===== src/rtl/overweight_interlock_pkg.sv =====
// Shared emergency-path definitions.
// Holds the emergency state encoding and the default timing constants. The door and motor
// emergency arbiters reuse both, so the encoding is fixed at 0..4 and must not be reordered.
package overweight_interlock_pkg;

  typedef enum logic [2:0] {
    EMERG_NORMAL  = 3'd0,
    EMERG_HOLD    = 3'd1,
    EMERG_CLEAR   = 3'd2,
    EMERG_RECHECK = 3'd3,
    EMERG_LOCKOUT = 3'd4
  } emerg_state_e;

  localparam int unsigned HOLD_CYCLES_DEFAULT    = 500;
  localparam int unsigned RECHECK_CYCLES_DEFAULT = 200;
  localparam int unsigned BLANK_CYCLES_DEFAULT   = 2;
  localparam int unsigned BEEP_HALF_DEFAULT      = 25;
  localparam int unsigned MAX_RETRIES_DEFAULT    = 3;

  function automatic int unsigned max_u(input int unsigned a, input int unsigned b);
    return (a > b) ? a : b;
  endfunction

endpackage


===== src/rtl/overweight_interlock_beep_generator.sv =====
// Beep generator for the overweight alarm.
// While enable is high the beep output toggles every BEEP_HALF cycles; it restarts at 1
// (with a fresh half-period) on every rising edge of enable and is 0 while enable is low.
// Ports:
//   clk    - system clock
//   reset  - synchronous active-high reset
//   enable - beep request; the caller drives it from its next-state so beep lines up
//            with the registered state
//   beep   - registered buzzer pattern
module overweight_interlock_beep_generator #(
  parameter int unsigned BEEP_HALF = 25
) (
  input  logic clk,
  input  logic reset,
  input  logic enable,
  output logic beep
);

  localparam int unsigned CNT_W = (BEEP_HALF > 1) ? $clog2(BEEP_HALF) : 1;
  localparam logic [CNT_W-1:0] CNT_LAST = CNT_W'(BEEP_HALF - 1);

  logic [CNT_W-1:0] cnt_q, cnt_d;
  logic             beep_q, beep_d;
  logic             en_q;

  always_comb begin
    cnt_d  = '0;
    beep_d = 1'b0;
    if (enable && !en_q) begin
      beep_d = 1'b1;
    end else if (enable) begin
      if (cnt_q == CNT_LAST) begin
        beep_d = ~beep_q;
      end else begin
        beep_d = beep_q;
        cnt_d  = cnt_q + CNT_W'(1);
      end
    end
  end

  always_ff @(posedge clk) begin
    if (reset) begin
      cnt_q  <= '0;
      beep_q <= 1'b0;
      en_q   <= 1'b0;
    end else begin
      cnt_q  <= cnt_d;
      beep_q <= beep_d;
      en_q   <= enable;
    end
  end

  assign beep = beep_q;

endmodule


===== src/rtl/overweight_interlock.sv =====
// Overweight interlock: emergency stage downstream of the weight control block.
// On a sticky overweight flag it inhibits motion, holds the doors open and sounds the alarm,
// then periodically pulses reset_weight_flip to re-arm the weight counter and re-checks the
// load. MAX_RETRIES failed re-checks force a maintenance lockout.
// Ports:
//   clk                   - system clock
//   reset                 - synchronous active-high reset
//   weight_limit_exceeded - sticky overweight flag
//   maintenance_clear     - maintenance release, only honoured in lockout
//   reset_weight_flip     - one-cycle weight counter clear pulse
//   motion_inhibit        - blocks the motor controller
//   door_hold_open        - keeps the doors open
//   alarm                 - buzzer drive
//   lockout               - maintenance lockout indicator
//   retry_count           - failed re-checks in the current episode
// BLANK_CYCLES must be below RECHECK_CYCLES and MAX_RETRIES at least 1.
module overweight_interlock
  import overweight_interlock_pkg::*;
#(
  parameter int unsigned HOLD_CYCLES    = HOLD_CYCLES_DEFAULT,
  parameter int unsigned RECHECK_CYCLES = RECHECK_CYCLES_DEFAULT,
  parameter int unsigned BLANK_CYCLES   = BLANK_CYCLES_DEFAULT,
  parameter int unsigned BEEP_HALF      = BEEP_HALF_DEFAULT,
  parameter int unsigned MAX_RETRIES    = MAX_RETRIES_DEFAULT
) (
  input  logic                             clk,
  input  logic                             reset,
  input  logic                             weight_limit_exceeded,
  input  logic                             maintenance_clear,
  output logic                             reset_weight_flip,
  output logic                             motion_inhibit,
  output logic                             door_hold_open,
  output logic                             alarm,
  output logic                             lockout,
  output logic [$clog2(MAX_RETRIES+1)-1:0] retry_count
);

  localparam logic [2:0] NORMAL  = EMERG_NORMAL;
  localparam logic [2:0] HOLD    = EMERG_HOLD;
  localparam logic [2:0] CLEAR   = EMERG_CLEAR;
  localparam logic [2:0] RECHECK = EMERG_RECHECK;
  localparam logic [2:0] LOCKOUT = EMERG_LOCKOUT;

  localparam int unsigned TIMER_W = $clog2(max_u(HOLD_CYCLES, RECHECK_CYCLES) + 1);
  localparam int unsigned RETRY_W = $clog2(MAX_RETRIES + 1);

  localparam logic [TIMER_W-1:0] HOLD_LAST    = TIMER_W'(HOLD_CYCLES - 1);
  localparam logic [TIMER_W-1:0] RECHECK_LAST = TIMER_W'(RECHECK_CYCLES - 1);
  localparam logic [TIMER_W-1:0] BLANK_END    = TIMER_W'(BLANK_CYCLES);
  localparam logic [RETRY_W-1:0] RETRY_MAX    = RETRY_W'(MAX_RETRIES);

  logic [2:0]         state_q, state_d;
  logic [TIMER_W-1:0] timer_q, timer_d;
  logic [RETRY_W-1:0] retry_q, retry_d;
  logic [RETRY_W-1:0] retry_inc;
  logic               recheck_hit;
  logic               beep_enable;
  logic               beep;

  // Saturating increment: the counter never wraps even if MAX_RETRIES is hit twice.
  assign retry_inc   = (retry_q == RETRY_MAX) ? retry_q : retry_q + RETRY_W'(1);
  // The flag is still settling from the clear pulse during the first BLANK_CYCLES.
  assign recheck_hit = weight_limit_exceeded && (timer_q >= BLANK_END);

  always_comb begin
    state_d = state_q;
    timer_d = timer_q + TIMER_W'(1);
    retry_d = retry_q;
    case (state_q)
      NORMAL: begin
        timer_d = '0;
        if (weight_limit_exceeded) begin
          state_d = HOLD;
        end
      end
      HOLD: begin
        // The flag is deliberately ignored here; the full hold period always runs.
        if (timer_q == HOLD_LAST) begin
          state_d = CLEAR;
          timer_d = '0;
        end
      end
      CLEAR: begin
        state_d = RECHECK;
        timer_d = '0;
      end
      RECHECK: begin
        if (recheck_hit) begin
          retry_d = retry_inc;
          state_d = (retry_inc == RETRY_MAX) ? LOCKOUT : HOLD;
          timer_d = '0;
        end else if (timer_q == RECHECK_LAST) begin
          state_d = NORMAL;
          retry_d = '0;
          timer_d = '0;
        end
      end
      LOCKOUT: begin
        timer_d = '0;
        retry_d = RETRY_MAX;
        if (maintenance_clear) begin
          state_d = CLEAR;
          retry_d = '0;
        end
      end
      default: begin
        state_d = NORMAL;
        timer_d = '0;
        retry_d = '0;
      end
    endcase
  end

  always_ff @(posedge clk) begin
    if (reset) begin
      state_q <= NORMAL;
      timer_q <= '0;
      retry_q <= '0;
    end else begin
      state_q <= state_d;
      timer_q <= timer_d;
      retry_q <= retry_d;
    end
  end

  // Driven from next-state so the registered beep is aligned with entry into HOLD.
  assign beep_enable = (state_d == HOLD);

  overweight_interlock_beep_generator #(
    .BEEP_HALF(BEEP_HALF)
  ) u_beep_generator (
    .clk   (clk),
    .reset (reset),
    .enable(beep_enable),
    .beep  (beep)
  );

  assign reset_weight_flip = (state_q == CLEAR);
  assign motion_inhibit    = (state_q != NORMAL);
  assign door_hold_open    = (state_q != NORMAL);
  assign lockout           = (state_q == LOCKOUT);
  assign alarm             = beep | (state_q == LOCKOUT);
  assign retry_count       = retry_q;

endmodule


===== config.mk =====
export PLATFORM = sky130hd
export DESIGN_NAME = overweight_interlock
export DESIGN_NICKNAME = d
export VERILOG_FILES = /design/src/rtl/overweight_interlock_pkg.sv /design/src/rtl/overweight_interlock_beep_generator.sv /design/src/rtl/overweight_interlock.sv
export SDC_FILE = /design/constraint.sdc
export NUM_CORES = 1
export LEC_CHECK = 0
export CAP_MARGIN = 10
export CORE_ASPECT_RATIO = 0.7
export CORE_MARGIN = 3
export CORE_UTILIZATION = 55
export CTS_BUF_LIST = sky130_fd_sc_hd__clkbuf_4
export DETAILED_ROUTE_END_ITERATION = 10
export PLACE_DENSITY = 0.77
export SETUP_SLACK_MARGIN = 0.5
export SYNTH_ARGS = -nofsm -noshare
export SYNTH_HDL_FRONTEND = slang
export SYNTH_HIERARCHICAL = 1
export SYNTH_SLANG_ARGS = --single-unit

===== constraint.sdc =====
create_clock -name clk -period 2.8 [get_ports clk]
set_input_delay 0.84 -clock clk [delete_from_list [all_inputs] [get_ports clk]]
set_output_delay 0.84 -clock clk [all_outputs]
set_load 0.01 [all_outputs]

**After elaboration in Yosys (flattened, before gate mapping)**

Cells that the tools add are included.

- Mux-type cells: 19
- Reduce and logical (&&, ||, !) cells: 8
- Equal/unequal tests: 12
- Bitwise logic cells: 4
- $add $sub $neg: 3
- Order comparisons: 1

Operators with widths:

| kind | number |
|---|---|
| 2-to-1 mux 9 bit | 3 |
| 2-to-1 mux 3 bit | 6 |
| one-hot mux 9 bit (2 select lines) | 1 |
| one-hot mux 3 bit (5 select lines) | 1 |
| adder 9 x 1 -> 9 bit (second input constant) | 1 |
| equality test 9 x 8 -> 1 bit (second input constant) | 1 |
| equality test 9 bit (second input constant) | 1 |
| greater-or-equal comparator 9 x 2 -> 1 bit (second input constant) | 1 |
| 2-to-1 mux 2 bit | 4 |
| equality test 3 x 1 -> 1 bit (second input constant) | 2 |
| equality test 3 x 2 -> 1 bit (second input constant) | 2 |
| != test 3 bit (second input constant) | 2 |
| one-hot mux 2 bit (3 select lines) | 1 |
| adder 5 x 1 -> 5 bit (second input constant) | 1 |
| equality test 5 bit (second input constant) | 1 |
| equality test 2 bit (second input constant) | 2 |
| OR reduction 4 bit | 1 |
| equality test 3 bit (second input constant) | 1 |
| zero test 3 bit | 1 |
| 2-to-1 mux 1 bit | 3 |
| inverter 1 bit | 3 |
| nonzero test 3 bit | 1 |
| OR reduction 3 bit | 1 |
| adder 2 x 1 -> 2 bit (second input constant) | 1 |
| other kinds (4) | 5 |

- Flip-flop bits (word level): 21
- Word-level logic and storage cells: 53
- Input bits: 4

**Depth between registers and ports, before layout**

- Word-level depth: 9
- Depth in mapped cells: 9
- Mapped depth without buffers: 9

**Modules after synthesis**

The synthesis kept the hierarchy.

By module, submodules not included:

| module | instances | sequential area each (um2) | cells an instance | area an instance (um2) |
|---|---|---|---|---|
| overweight_interlock | 1 | 280.3 | 100 | 889.6 |
| overweight_interlock_beep_generator | 1 | 140.1 | 27 | 285.3 |

**Worst setup path after synthesis**

No wires, ideal clock.

- Kind: register to register
- From: reg timer_q[0]
- To: reg u_beep_generator.cnt_q[2]
- Arrival: 2.196 ns
- Stages on the path, launching flop included: 10
- Library setup time: 0.065 ns
- Buffers on the path: 0
- Setup slack: 0.540 ns
- Path through: dfxtp_1 inv_1 ha_1 or4_2 o31ai_4 o22ai_1 a211oi_1 and2b_2 nand3_1 nor2_1

- Word-level cells in the longest chain between the ends: 7

RTL lines:

| item | line | text |
|---|---|---|
| from (decl) | overweight_interlock.sv:53 | `logic [TIMER_W-1:0] timer_q, timer_d;` |
| from (signal assigned) | overweight_interlock.sv:121 | `timer_q <= timer_d;` |
| greater-or-equal comparator 9 x 2 -> 1 bit or equality test 9 x 8 -> 1 bit (tied branches) | overweight_interlock.sv:63, overweight_interlock.sv:92 |  |
| logical AND 1 bit or 2-to-1 mux 3 bit (tied branches) | overweight_interlock.sv:63, overweight_interlock.sv:92 |  |
| 2-to-1 mux 3 bit | overweight_interlock.sv:88 | `if (recheck_hit) begin` |
| one-hot mux 3 bit (5 select lines) * | overweight_interlock.sv:69 | `case (state_q)` |
| equality test 3 x 1 -> 1 bit * | overweight_interlock.sv:127 | `assign beep_enable = (state_d == HOLD);` |
| net beep_enable | overweight_interlock.sv:57 | `logic beep_enable;` |
| logical AND 1 bit or inverter 1 bit (tied branches) | -- |  |
| OR reduction 4 bit (no source line) * | -- |  |
| to (signal assigned) | overweight_interlock_beep_generator.sv:47 | `cnt_q <= cnt_d;` |
| to (decl) | overweight_interlock_beep_generator.sv:22 | `logic [CNT_W-1:0] cnt_q, cnt_d;` |

Mark *: on every way through the listed nets, which the timed path passes. The rest lies on a longest branch.
A chain may end at the register's enable or synchronous reset.

**Worst setup path after layout**

- From: reg timer_q[8]
- To: reg u_beep_generator.cnt_q[0]

Same word-level chain as after synthesis.

==> results by group <==
Global route
  • GR Overflow Total: 0
  • Initial antenna violation count: 0
  • Vias in the first global route: approximately 840
  • First-pass GRT wire length: between 4000 and 5000 µm
  • Global Route Usage Sum: 20.6%
  • Largest net degree at the start of global routing: 13

Floorplan
  • Starting Density: around 61%
  • Die Y: ~45 µm
  • Die width: 61.2 µm
  • Core area: between 1500 and 2000 µm²
  • FP Rows: 13
  • IO Count: 11
  • Die Area: about 2700 µm²

Routing
  • Via density: 6.00
  • Initial DRC Count: between 60 and 70
  • DR vias: about 1000
  • Drt pass-1 iters: 4
  • Detail Route Antenna Nets: 0
  • Drt drc: 0
  • Final wirelength: between 2000 and 3000 µm
  • Wire per inst: 16.3 µm

Clock network
  • Clock slew at reported path FFs: 0.13 ns
  • TritonCTS clock tree: done
  • CTS max path bufs: 2
  • # hold bufs at CTS: 0
  • Clk root buf: clkbuf_4
  • Worst skew pair latency: between 0.3 and 0.4 ns
  • H-tree depth: 1
  • Clk sink count: 21
  • CTS Buf Count: 3

Setup path
  • Worst Setup End Kind: flop
  • R2R Path Start: timer_q[8]$_SDFF_PP0_
  • Reg2reg end: u_beep_generator/cnt_q[0]$_SDFF_PP0_
  • Critical Path Sink: u_beep_generator/cnt_q[0]$_SDFF_PP0_
  • WP data arrival: roughly 2.4 ns
  • CP Launch Type: flop
  • Worst Path Required: ~3.0 ns
  • Critical Path Fanout Max: 5
  • R2R cell count: 8
  • CP Launch Point: timer_q[8]$_SDFF_PP0_
  • WS Path Type: reg2reg
  • Reg2reg setup slack: approximately 0.60 ns

Place
  • Place WS: between 0.15 and 0.2 ns
  • IO Port Bufs: 10
  • Global placement routability congestion: between 0.8 and 0.9
  • Placed Instances: 155
  • DP HPWL: between 1500 and 2000 µm

Layout
  • Diode count: 0
  • Most frequent cells in the layout: dfxtp_1, buf_4, nor2_1, nor3_1, inv_1
  • Commonest non-fill, non-tap cell in the layout: dfxtp_1
  • Number of nets in the layout: about 150
  • Fill cells: 154
  • Layout cells sized above 1: 26.9%
  • Area grow syn2layout: 17.8%
  • Non-filler instance count after layout: between 150 and 200

STA
  • Slew HR: between 60% and 70%
  • Worst slew pin tran: approximately 0.57 ns
  • Tcrit/Tclk final: around 80%
  • Hold WS: ~0.44 ns
  • Final count of negative-setup-slack endpoints: 0
  • Final Critical Period: approximately 2.2 ns
  • RSZ-0062 raised after global routing: false
  • Setup Skew: 0.0136 ns
  • Fmax: around 450 MHz
  • Fin worst setup slack: 0.601 ns
  • Slew Viols, Final: 0
  • Final TNS setup: 0 ns
  • Final hold vios: 0

Power
  • Overall power: ~0.51 mW
  • P per Cell Area: approximately 370 nW/µm²
  • Leak pwr: 0.528 nW
  • VDD IR-drop max: between 300 and 400 µV

Run status
  • Status: finished, final reports clean

Synth
  • EDFF count, synth: 0
  • Syn nets: between 100 and 150
  • Post-Synthesis Cell Area: approximately 1200 µm²
  • Mean area per synthesized cell: roughly 9.3 µm²
  • Ys async rst share: 0%
  • #FFs+latches synth: 21
  • Register area share after synthesis: between 30% and 40%
  • Yosys top cell by area: dfxtp_1
  • Synth area leaders: dfxtp_1, xor2_1, ha_1
  • Syn Inst Count: ~130
  • Synth top area share: 35.8%
  • Prevailing post-synth register cell: dfxtp_1
  • Yosys cell types: 45
  • Yosys warnings: 6

Job
  • Max-cap violations: 0

Min path
  • Worst hold path class: reg2reg
how the worst min path moves through the flow:
stage | startpoint | end | slack [ns] | cells past startpoint
6_report | timer_q[0]$_SDFF_PP0_ | timer_q[0]$_SDFF_PP0_ | 0.44 | 1
5_1_grt | timer_q[0]$_SDFF_PP0_ | timer_q[0]$_SDFF_PP0_ | 0.47 | 1
4_1_cts | timer_q[0]$_SDFF_PP0_ | timer_q[0]$_SDFF_PP0_ | 0.44 | 1
3_5_place_dp | u_beep_generator/en_q$_SDFF_PP0_ | u_beep_generator/beep$_SDFFE_PP0P_ | 0.42 | 1
3_3_place_gp | u_beep_generator/en_q$_SDFF_PP0_ | u_beep_generator/beep$_SDFFE_PP0P_ | 0.43 | 1
2_1_floorplan | u_beep_generator/en_q$_SDFF_PP0_ | u_beep_generator/beep$_SDFFE_PP0P_ | 0.41 | 1
sequential cells by signal, summed over array words and instances (netlist names):
signal / cells
timer_q: 9
u_beep_generator/cnt_q: 5
state_q: 3
retry_count: 2
u_beep_generator/beep: 1
u_beep_generator/en_q: 1
layout make-up:
class,instances,area [µm²],share of cell area (%)
Clock buffer,3,22.5,1.63
Clock inverter,1,5.00,0.362
Inverter,8,30.0,2.17
Multi-Input combinational cell,91,693,50.1
Sequential cell,21,430,31.1
Tap cell,22,27.5,1.99
Timing Repair Buffer,21,175,12.7
routing by layer:
metal | vias to the layer above | wire [µm] | track usage, %
met4 | 0 | 66 | 5.19
met5 | - | 0 | 0
li1 | 490 | - | -
met1 | 462 | 1270 | 31.1
met3 | 10 | 224 | 6.71
met2 | 40 | 1170 | 27.8
synthesized netlist by cell type (2+ instances only):
library cell / n
xnor2_1: 4
xor2_1: 7
inv_1: 8
nand2_1: 4
buf_6: 4
nor2_1: 9
nand3_1: 7
o21ai_0: 2
nand2b_1: 2
a21o_1: 2
nor2b_1: 2
nor3_1: 9
nand4_1: 2
a21oi_1: 6
nor4_1: 2
a211oi_1: 2
nor3b_1: 2
buf_4: 2
or4_2: 2
dfxtp_1: 21
ha_1: 4
critical path, cell delays in order, from the launching register on:
cell      delay, ns
dfxtp_1        0.38
or4_4          0.59
o2111a_2       0.32
buf_4          0.14
o22ai_2        0.17
a211oi_2       0.09
and2b_2        0.22
nand3_2        0.12
nor2_1         0.06
metrics by stage:
| step | util, % | instance area (µm²) |
|---|---|---|
| detailed placement | 65.2 | 1260 |
| floorplan | - | 1170 |
| CTS | 68.0 | 1320 |
| global placement | 65.2 | 1260 |
| global route | 71.5 | 1380 |
| finish | 71.5 | 1380 |
kinds of logic after synthesis:
logic type | Yosys count | share of synthesized area (%)
buffers and inverters | 15 | 7.99
DFF | 21 | 35.8
adders and majority gates | 4 | 4.26
AOI/OAI and AO/OA | 25 | 17.7
and+or+nand+nor | 51 | 26.1
xor gates and xnor gates | 11 | 8.20
power breakdown:
group | total (mW) | internal (mW) | switching (mW)
registers | 0.310 | 0.304 | 0.00612
logic | 0.0482 | 0.0233 | 0.0250
clock network | 0.150 | 0.0534 | 0.0966
total | 0.508 | 0.380 | 0.128
repair_timing:
item | in CTS | in global routing
pin swaps | 2 | 2
endpoints found under the setup margin | 11 | 10
gates resized for setup | 13 | 11
buffers inserted | 1 | 7
No activity file was read; power rests on OpenSTA's default activity.
